`config.mk`:
```
export PLATFORM = sky130hd
export DESIGN_NAME = hazard3_instr_queue
export DESIGN_NICKNAME = d
export VERILOG_FILES = /design/src/rtl/hazard3_instr_queue.sv
export SDC_FILE = /design/constraint.sdc
export NUM_CORES = 1
export LEC_CHECK = 0
export CAP_MARGIN = 20
export CORE_ASPECT_RATIO = 1.1
export CORE_MARGIN = 8
export CORE_UTILIZATION = 45
export DETAILED_ROUTE_END_ITERATION = 6
export HOLD_SLACK_MARGIN = 0.15
export PLACE_DENSITY = 0.75
export SETUP_SLACK_MARGIN = 0.4
export SYNTH_ARGS = -nofsm -noshare
export SYNTH_HDL_FRONTEND = slang
export SYNTH_SLANG_ARGS = --single-unit
```
`constraint.sdc`:
```
create_clock -name clk -period 4.9 [get_ports clk]
set_input_delay 0.735 -clock clk [delete_from_list [all_inputs] [get_ports clk]]
set_output_delay 0.735 -clock clk [all_outputs]
set_load 0.01 [all_outputs]
```
`src/rtl/hazard3_instr_queue.sv`:
```
// Instruction queue between the fetch bus and the decoder: circular buffer with PC tracking and jump handling.
// Macro HAZARD3_IQ_COMPRESSED_EN selects halfword-granular storage; undefined gives word-granular storage.
module hazard3_instr_queue #(
  parameter int                 DEPTH_HW     = 8,
  parameter int                 W_ADDR       = 32,
  parameter logic [W_ADDR-1:0]  RESET_VECTOR = '0
) (
  input  logic              clk,
  input  logic              rst,
  input  logic [31:0]       fetch_data,
  input  logic              fetch_vld,
  input  logic              fetch_odd,
  output logic              fetch_rdy,
  output logic [31:0]       cir,
  output logic [1:0]        cir_vld,
  input  logic [1:0]        cir_use,
  input  logic              cir_lock,
  output logic [W_ADDR-1:0] cir_pc,
  input  logic              jump_now,
  input  logic [W_ADDR-1:0] jump_target
);

`ifdef HAZARD3_IQ_COMPRESSED_EN
  localparam int SLOTS  = DEPTH_HW;
  localparam int SLOT_W = 16;
`else
  localparam int SLOTS  = DEPTH_HW / 2;
  localparam int SLOT_W = 32;
`endif
  localparam int PW = $clog2(SLOTS);
  localparam int OW = $clog2(SLOTS + 1);

  logic [SLOT_W-1:0] r_mem [SLOTS];
  logic [PW-1:0]     r_rptr;
  logic [PW-1:0]     r_wptr;
  logic [OW-1:0]     r_occ;
  logic              r_pend;
  logic [W_ADDR-1:0] r_pend_pc;
  logic [W_ADDR-1:0] r_pc;

  logic              w_push;
  logic              w_pop;
  logic [OW-1:0]     w_push_n;
  logic [OW-1:0]     w_pop_n;
  logic [OW-1:0]     w_keep_n;
  logic [W_ADDR-1:0] w_pc_inc;
  logic [W_ADDR-1:0] w_target;
  logic              w_unused;

  // A jump cycle suppresses both sides of the queue regardless of cir_lock.
  assign w_push = fetch_vld && fetch_rdy && !jump_now;
  assign w_pop  = (cir_use != 2'd0) && !jump_now;
  assign cir_pc = r_pc;

`ifdef HAZARD3_IQ_COMPRESSED_EN
  assign fetch_rdy = (r_occ <= OW'(DEPTH_HW - 2));
  assign w_push_n  = !w_push ? '0 : (fetch_odd ? OW'(1) : OW'(2));
  assign w_pop_n   = w_pop ? OW'(cir_use) : '0;
  assign w_keep_n  = OW'(cir_vld);
  assign w_pc_inc  = W_ADDR'({cir_use, 1'b0});
  assign w_target  = {jump_target[W_ADDR-1:1], 1'b0};
  assign w_unused  = jump_target[0];

  always_comb begin
    cir     = '0;
    cir_vld = (r_occ >= OW'(2)) ? 2'd2 : r_occ[1:0];
    if (r_occ != '0)
      cir[15:0] = r_mem[r_rptr];
    if (r_occ >= OW'(2))
      cir[31:16] = r_mem[r_rptr + PW'(1)];
  end

  // An odd fetch carries only its upper halfword.
  always_ff @(posedge clk) begin
    if (w_push) begin
      if (fetch_odd) begin
        r_mem[r_wptr] <= fetch_data[31:16];
      end else begin
        r_mem[r_wptr]          <= fetch_data[15:0];
        r_mem[r_wptr + PW'(1)] <= fetch_data[31:16];
      end
    end
  end
`else
  assign fetch_rdy = (r_occ != OW'(SLOTS));
  assign w_push_n  = OW'(w_push);
  assign w_pop_n   = OW'(w_pop);
  assign w_keep_n  = OW'(r_occ != '0);
  assign w_pc_inc  = W_ADDR'(4);
  assign w_target  = {jump_target[W_ADDR-1:2], 2'b00};
  assign w_unused  = ^{fetch_odd, jump_target[1:0]};

  always_comb begin
    cir     = '0;
    cir_vld = 2'd0;
    if (r_occ != '0) begin
      cir     = r_mem[r_rptr];
      cir_vld = 2'd2;
    end
  end

  always_ff @(posedge clk) begin
    if (w_push)
      r_mem[r_wptr] <= fetch_data;
  end
`endif

  // A locked jump keeps the instruction the decoder is holding and parks the target until it retires.
  always_ff @(posedge clk) begin
    if (rst) begin
      r_rptr <= '0;
      r_wptr <= '0;
      r_occ  <= '0;
      r_pend <= 1'b0;
      r_pc   <= RESET_VECTOR;
    end else if (jump_now && !cir_lock) begin
      r_occ  <= '0;
      r_wptr <= r_rptr;
      r_pend <= 1'b0;
      r_pc   <= w_target;
    end else if (jump_now) begin
      r_occ  <= w_keep_n;
      r_wptr <= r_rptr + PW'(w_keep_n);
      r_pend <= 1'b1;
    end else begin
      r_occ  <= r_occ + w_push_n - w_pop_n;
      r_rptr <= r_rptr + PW'(w_pop_n);
      r_wptr <= r_wptr + PW'(w_push_n);
      if (w_pop) begin
        if (r_pend) begin
          r_pc   <= r_pend_pc;
          r_pend <= 1'b0;
        end else begin
          r_pc <= r_pc + w_pc_inc;
        end
      end
    end
  end

  always_ff @(posedge clk) begin
    if (jump_now && cir_lock)
      r_pend_pc <= w_target;
  end

`ifdef FORMAL
  always_ff @(posedge clk) begin
    if (!rst) begin
      assert (cir_use <= cir_vld);
`ifndef HAZARD3_IQ_COMPRESSED_EN
      assert (cir_use != 2'd1);
`endif
    end
  end
`endif

endmodule

```
## Word-level counts from Yosys, hierarchy flattened

Memories as Yosys holds them, arrays and structs flattened. A register that Yosys moved wholly into a read port is not among the register bits.
Index checks and enable logic that the tools add are counted.

- Register bits after elaboration: 70
- Memory bits (writable): 128
- Input bits: 72
- Output and inout port bits: 67
- Memories: 1

Memory list:

| memory | words | bits a word | read ports | clocked after memory_dff | wr ports | line | source |
|---|---|---|---|---|---|---|---|
| r_mem | 4 | 32 | 1 | 1 | 1 | 33 | `logic [SLOT_W-1:0] r_mem [SLOTS];` |

- $add $sub $neg: 6
- Eq/ne operators: 2
- Mux-type cells: 15
- Bitwise logic cells: 2
- Reduce and logical (&&, ||, !) cells: 16

Operators with widths:

| cell | count |
|---|---|
| 32-bit two-way mux | 5 |
| 32-bit by 3-bit adder with 32-bit output, second input constant | 1 |
| 2-bit two-way mux | 5 |
| 2-bit by 1-bit adder with 2-bit output | 3 |
| 2-bit AND reduction | 3 |
| 2-bit nonzero test | 3 |
| 1-bit logical AND | 5 |
| 1-bit two-way mux | 5 |
| 3-bit by 1-bit adder with 3-bit output | 1 |
| 3-bit inequality test, second input constant | 1 |
| 3-bit nonzero test | 1 |
| 3-bit OR reduction | 1 |
| 3-bit by 1-bit subtractor with 3-bit output | 1 |
| 1-bit logical NOT | 2 |
| 2-bit by 1-bit inequality test with 1-bit output, second input constant | 1 |
| 1-bit inverter | 2 |
| 2-bit OR reduction | 1 |

## Depth between registers and ports, before layout

Gate-level depths: netlist of the first run.

- Depth after elaboration: 6
- Gate-level depth with buffers: 10
- Gate-level depth less buffers: 10

## Least setup slack after synthesis of the first run

OpenSTA, ideal clock, no wires.

- Path type: input to register
- Start: input jump_now
- End: memory r_mem[0][0] (enable)
- Setup time: 461 ps
- Arrival: 3190 ps
- Setup slack: 1248 ps
- Stages: 3
- Buffers on the path: 0
- Cell sequence: inv_1 > nand3_1 > nor3_1

- Cells in the longest elaborated chain, start to end: 4

RTL lines:

| item | line | source |
|---|---|---|
| start, declared | 19 | `input logic jump_now,` |
| 1-bit logical NOT | 51 | `assign w_push = fetch_vld && fetch_rdy && !jump_now;` |
| 1-bit logical AND | 51 |  |
| 1-bit two-way mux | 103 | `if (w_push)` |
| 1-bit two-way mux (implied by the code) | 104 | `r_mem[r_wptr] <= fetch_data;` |
| end, declared | 33 |  |

Every way passes these cells.

==> results by group, run 1 <==
Global route
  • Gr ovfl total: 0
  • GRT busiest layer: met2
  • GRT Total Usage: 16.69%
  • Met2 usage: between 20% and 30%
  • Largest net degree at the start of global routing: 42
  • Initial antenna violation count: 1
  • First-pass GRT wire length: 30690 microns
  • GR Util met1: a little over a fifth
  • M3 GR Usage: between 5 and 6%
  • Vias in the first global route: 5611

Place
  • Final RePlAce weighted congestion: 0.8430
  • HPWL Detailed: roughly 13000 microns
  • Port bufs: 134
  • Placed insts: 911

Setup path
  • CP Max Fanout: 17
  • Critical Path Sink Type: primary output
  • Critical Path Source Type: register
  • Setup Crit Path Kind: reg -> out
  • WP data arrival: 2.90 ns
  • Buf/Inv on CP: 2
  • CP peak stage delay: 0.75 ns
  • CP Cell Sequence: buf_4 > mux4_2 > and2_1 > clkdlybuf4s50_1
  • CP required: approximately 4.2 ns
  • Cell at the slowest stage of the critical path: dfxtp_2
  • Delay-heaviest family, CP: buffers and inverters

Power
  • Power per cell area: 355.9 mW/mm^2
  • Peak supply drop: 449.9 uV
  • Leak pwr: between 3 and 4 nW

Synth
  • Syn avg cell area: around 15 sq um
  • Leading area contributor after synthesis: edfxtp_1
  • Synth Warn #: 0
  • Ranking of synthesized cells by area: edfxtp_1 57%, dfxtp_1 10%, mux4_2 8.6%
  • Cells after Synth: 559
  • Number of flops mapped to enable cells by yosys: ~160
  • Primary FF master, synth: edfxtp_1
  • Synthesized area: 0.008382 sq mm
  • Top-area cell type share of the netlist area: 56.61%
  • Seq/Total Area, Yosys: between 60 and 70%
  • Fraction of registers with async set/reset: 0%
  • Yosys reg bits: 200
  • Syn Nets: 638
  • Synth unique cells: 53

Finish
  • Layout fillers: 1468
  • Area grow syn2layout: 25.53%
  • Fin cells: 943
  • # diodes: 0
  • Nets: roughly 770
  • Area of the multi-input gates: 0.002650 sq mm
  • Layout cells sized above 1: 12.43%
  • Register area: 0.005587 sq mm

Timing
  • Max-slew violations: 0
  • Period utilisation layout: 74.19%
  • Setup Skew: 0.006907 ns
  • FMAX: ~0.28 GHz
  • Setup violators final: 0
  • Post-layout min period: approximately 3.6 ns
  • Relative slew slack: 29.85%
  • Setup TNS: 0 ns
  • Final Hold Fails: 0
  • RSZ-0062 raised after global routing: false
  • Measured slew at the worst slew-check pin: 1.050 ns

Route
  • First-pass DRT Iterations: 5
  • Final ANT Viol Nets: 0
  • WL final: 19420 microns
  • Drt wl/cell: 20.59 microns
  • DRC viols: 0
  • Detailed router's first-iteration violation count: 366
  • Via count: 5357
  • Routed vias/inst: 5.681

Clock network
  • H-tree levels: 4
  • Max clock buf depth: 2
  • Worst-skew pair later-pin latency: 0.43 ns
  • Reg clk slew, reported paths: about 0.070 ns
  • Total CTS buffers: 17
  • Postcts setup bufs: 0
  • Sink Count: 200
  • CTS Root Cell: clkbuf_16
  • Hold Buf Count CTS: 0
  • CTS tree: done
  • Post-CTS sizing: 0

Job
  • Max Cap Viol: 0

Floorplanning
  • Core ar.: 0.01835 sq mm
  • Row Count: 52
  • DIE HEIGHT: approximately 160 microns
  • Die X: 146.1 microns
  • Ports: 139
  • Starting density of the core: 45.68%
  • Die ar.: 0.02325 sq mm

Run status
  • Outcome: finished, final reports clean

Hold path
  • Min-Delay Path Class: reg -> reg
==> sequential cells by signal, summed over array words and instances, names as in the netlist, named ones only <==
register / count
r_occ: 3
r_rptr: 2
r_pend_pc: 30
r_pend: 1
cir_pc: 32
r_mem: 128
r_wptr: 2
==> final timing paths <==
check	startpoint	end	slack [ns]	depth (start not counted)
worst max register to register	r_pend	cir_pc[30]	2.36	5
worst max-delay path	register	cir[3]	1.26	4
worst min-delay path	cir_pc[0]	cir_pc[0]	0.48	1
worst min register to register	cir_pc[0]	cir_pc[0]	0.48	1
==> synth_stat cells (3+ instances only) <==
cell	number
buf_2	13
edfxtp_1	158
nand2_1	33
mux2i_1	6
dfxtp_1	42
inv_1	6
and4_1	4
nor2b_1	3
o22ai_1	13
a21oi_1	17
a22oi_1	10
buf_1	5
nand4_1	10
o21ai_0	12
a31oi_1	10
clkbuf_1	12
a22o_1	12
nand3_1	17
nor3_1	4
xnor2_1	12
xor2_1	16
and2_1	35
a211oi_1	6
nor2_1	17
a221oi_1	3
ha_1	6
and3_1	10
mux4_2	32
==> placed cells by master, fill, tap and decap left out, types with 3 or more instances in the layout <==
cell type	Yosys	final
a211oi_1	6	6
a21oi_1	17	17
a221oi_1	3	3
a22o_1	12	12
a22oi_1	10	10
a31oi_1	10	10
and2_1	35	35
and3_1	10	9
and4_1	4	4
buf_4	2	7
clkbuf_16	0	17
clkdlybuf4s50_1	0	134
dfxtp_1	42	41
edfxtp_1	158	158
ha_1	6	6
inv_1	6	6
inv_6	0	8
mux2i_1	6	6
mux4_2	32	32
nand2_1	33	33
nand3_1	17	17
nand4_1	10	10
nor2_1	17	15
nor2_4	1	3
nor3_1	4	3
o21ai_0	12	12
o22ai_1	13	13
xnor2_1	12	12
xor2_1	16	16
==> layout make-up <==
cell class                      count  share of cell area [%]
Clock buffer                       17                   4.043
Clock inverter                     15                   1.284
Inverter                            7                  0.2497
Multi-Input combinational cell    320                   25.19
Sequential cell                   200                   53.10
Tap cell                          243                   2.890
Timing Repair Buffer              141                   13.25
==> metal layers <==
| layer | wire [microns] | up-vias |
|---|---|---|
| met5 | 10 | - |
| met4 | 304 | 2 |
| met3 | 1462 | 24 |
| met2 | 9320 | 202 |
| met1 | 8322 | 2692 |
| li1 | - | 2437 |
==> kinds of logic after synthesis <==
group,after synthesis,synth area share [%]
compound gates,98,8.076
xor+xnor,28,2.926
fa+ha+maj,7,1.134
buf+inv,39,2.030
flops,200,66.64
mux,40,9.584
other cells,1,0.04474
simple gates,146,9.569
==> where the power goes <==
part           switching (mW)  internal, mW
Combinational           0.219         0.249
Clock                   0.650         0.672
Sequential             0.0543          1.90
==> worst reg2reg max path, cell delays in order (launching register included) <==
cell     delay (ns)
dfxtp_1        0.78
inv_1          0.46
nor2_2         0.78
a22o_1         0.24
a21oi_1        0.04
o22ai_1        0.16
==> through the flow <==
step                      hold slack [ns]  setup WS, ns  utilization [%]  power (mW)  cell area [sq um]
after global routing               0.4947         1.072            57.34       3.882              10520
after floorplan                    0.4997         1.248                -       2.208               8382
after CTS                          0.4841         1.179            57.34       3.780              10520
after global placement             0.4680         1.317            54.29       2.447               9961
after detailed placement           0.4739         1.203            54.29       2.462               9961
final                              0.4831         1.264            57.34       3.744              10520
Note: power is estimated with default switching activity, not from simulation.
==> run 2: changes to the inputs <==
- PLACE_DENSITY: 0.75 -> 0.78
- clock period: 4.9 -> 3.19 ns (I/O delays scaled with it)
==> results by group, run 2 (same netlist as run 1, synthesis figures left out) <==
Route
  • Drt wl/cell: 20.96 microns (+1.7%)
  • Detailed router's first-iteration violation count: 335 (-8.5%)
  • DRC viols: 0 (unchanged)
  • Via count: 5478 (+2.3%)
  • WL final: 20100 microns (+3.5%)
  • First-pass DRT Iterations: 5 (unchanged)
  • Final ANT Viol Nets: 0 (unchanged)
  • Routed vias/inst: 5.712 (+0.55%)

Power
  • Power per cell area: 542.1 mW/mm^2 (+52%)
  • Sequential share of power: 51.3% (-0.9 points)
  • Clk network pwr share: 35.5% (+0.2 points)
  • Cell internal pwr: 4.383 mW (+55%)
  • P_sw: 1.457 mW (+58%)
  • Switching share of power: 24.95% (+0.30 points)
  • Peak supply drop: 368.0 uV (-18%)
  • Leak pwr: 3.557 nW (+3.7%)
  • Pwr Total: 5.840 mW (+56%)
  • Power share of the combinational group: 13.2% (+0.7 points)

Finish
  • Max reg flops: 128 (unchanged)
  • Most frequent cells in the layout: 158 x edfxtp_1, 133 x clkdlybuf4s50_1, 41 x dfxtp_1, 35 x and2_1, 33 x nand2_1
  • Reg with most FFs: r_mem
  • Most common cell after layout, fill and taps aside: edfxtp_1
  • Layout cells sized above 1: 14.39% (+2.0 points)
  • Final core utilization: 58.71% (+1.4 points)
  • Area grow syn2layout: 28.51%
  • Nets: 782 (+2.1%)
  • # diodes: 0 (unchanged)

Clock network
  • Total CTS buffers: 17 (unchanged)
  • Sink Count: 200 (unchanged)
  • Reg clk slew, reported paths: 0.07 ns (about the same)
  • Hold Buf Count CTS: 0 (unchanged)
  • CTS Root Cell: clkbuf_16
  • Max clock buf depth: 2 (unchanged)
  • Worst-skew pair later-pin latency: 0.42 ns (about the same)
  • CTS tree: done
  • H-tree levels: 4 (unchanged)

Timing
  • Relative slew slack: 62.50% (+33 points)
  • Setup TNS: 0 ns (unchanged)
  • Post-layout min period: 2.691 ns
  • Setup violators final: 0 (unchanged)
  • Final Hold Fails: 0 (unchanged)
  • Max-slew violations: 0 (unchanged)
  • Period utilisation layout: 84.37%
  • Setup Skew: 0.008232 ns (+0.001324 ns)
  • FMAX: 0.3716 GHz
  • Measured slew at the worst slew-check pin: 0.5600 ns (-0.4897 ns)
  • RSZ-0062 raised after global routing: false

Global route
  • Largest net degree at the start of global routing: 41 (-2.4%)
  • GRT Total Usage: 17.34% (+0.65 points)
  • Initial antenna violation count: 0 (-1)
  • Vias in the first global route: 5859 (+4.4%)
  • First-pass GRT wire length: 31930 microns (+4.0%)
  • Gr ovfl total: 0 (unchanged)

Setup path
  • Setup Crit Path Kind: reg -> out
  • WP data arrival: 2.21 ns (-0.69 ns)
  • CP Max Fanout: 8 (-9)
  • Critical Path Sink Type: primary output
  • CP required: 2.71 ns (-1.45 ns)
  • Worst reg2reg path startpoint: r_occ[1]
  • Critical Path Source Type: register

Floorplanning
  • Row Count: 52 (unchanged)
  • Die X: 146.1 microns (unchanged)
  • DIE HEIGHT: 159.1 microns (unchanged)
  • Core ar.: 0.01835 sq mm (unchanged)
  • Ports: 139 (unchanged)
  • Starting density of the core: 45.68% (unchanged)
  • Die ar.: 0.02325 sq mm (unchanged)

Hold path
  • Worst Hold Launch: cir_pc[0]
  • Min-Delay Path Class: reg -> reg

Place
  • Final RePlAce weighted congestion: 0.8895 (+5.5%)
  • Port bufs: 134 (unchanged)
  • HPWL Detailed: 13500 microns (+4.7%)

Job
  • Max Cap Viol: 0 (unchanged)

Run status
  • Outcome: finished, final reports clean
-- run 2: layout make-up --
type | count | area (sq um)
fill | 1378 | 7576
sequential | 200 | 5589
multi-input combinational | 320 | 2656
timing repair buffer | 157 | 1617
clock buffer | 17 | 425.4
tap | 243 | 304.0
clock inverter | 15 | 153.9
inverter | 7 | 26.28
-- run 2: timing repair --
| action | 4_1_cts | 5_1_grt |
|---|---|---|
| gates cloned | 0 | 1 |
| buffers inserted | 2 | 2 |
| pin swaps | 0 | 0 |
| resized for setup | 1 | 3 |
| setup endpoints to repair | 26 | 19 |
-- run 2: power by group through the flow --
| stage | Combinational (mW) | Sequential [mW] | Clock [mW] |
|---|---|---|---|
| 2_1_floorplan | 0.354 | 3.04 | 0 |
| 3_3_place_gp | 0.741 | 3.04 | 0 |
| 5_1_grt | 0.832 | 3.01 | 2.21 |
| 6_report | 0.769 | 3.00 | 2.08 |
| 3_5_place_dp | 0.759 | 3.05 | 0 |
| 4_1_cts | 0.772 | 2.99 | 2.12 |
-- run 2: worst paths after layout --
| path | cells past startpoint | slack, ns | to |
|---|---|---|---|
| setup / recovery | 4 | 0.50 | cir[11] |
| hold / removal | 1 | 0.48 | cir_pc[0] |
| setup reg to reg | 10 | 0.96 | r_occ[2] |
| hold reg to reg | 1 | 0.48 | cir_pc[0] |
-- run 2: worst max-delay path: stages (launching register included) --
cell and delay (ns):
dfxtp_4 0.44, buf_4 0.19, mux4_2 0.51, and2_1 0.17, clkdlybuf4s50_1 0.49
-- run 2: stage by stage --
step	cells	cell area (sq um)	setup slack (ns)	hold WS [ns]
after global routing	959	10770	0.4105	0.5026
after floorplan	559	8387	0.5116	0.4997
final	959	10770	0.4987	0.4838
after detailed placement	922	10120	0.2071	0.4766
after global placement	922	10120	0.3263	0.4702
after CTS	956	10720	0.4038	0.4863
-- run 2: metal layers --
metal | part of all wire [%] | GRT usage [%] | up-vias | wire length [microns]
met5 | 0 | 0 | - | 0
met4 | 1.1 | 5.110 | 0 | 223
met3 | 7.8 | 5.287 | 20 | 1576
met2 | 50 | 30.05 | 219 | 10110
met1 | 41 | 20.29 | 2765 | 8188
li1 | - | - | 2474 | -
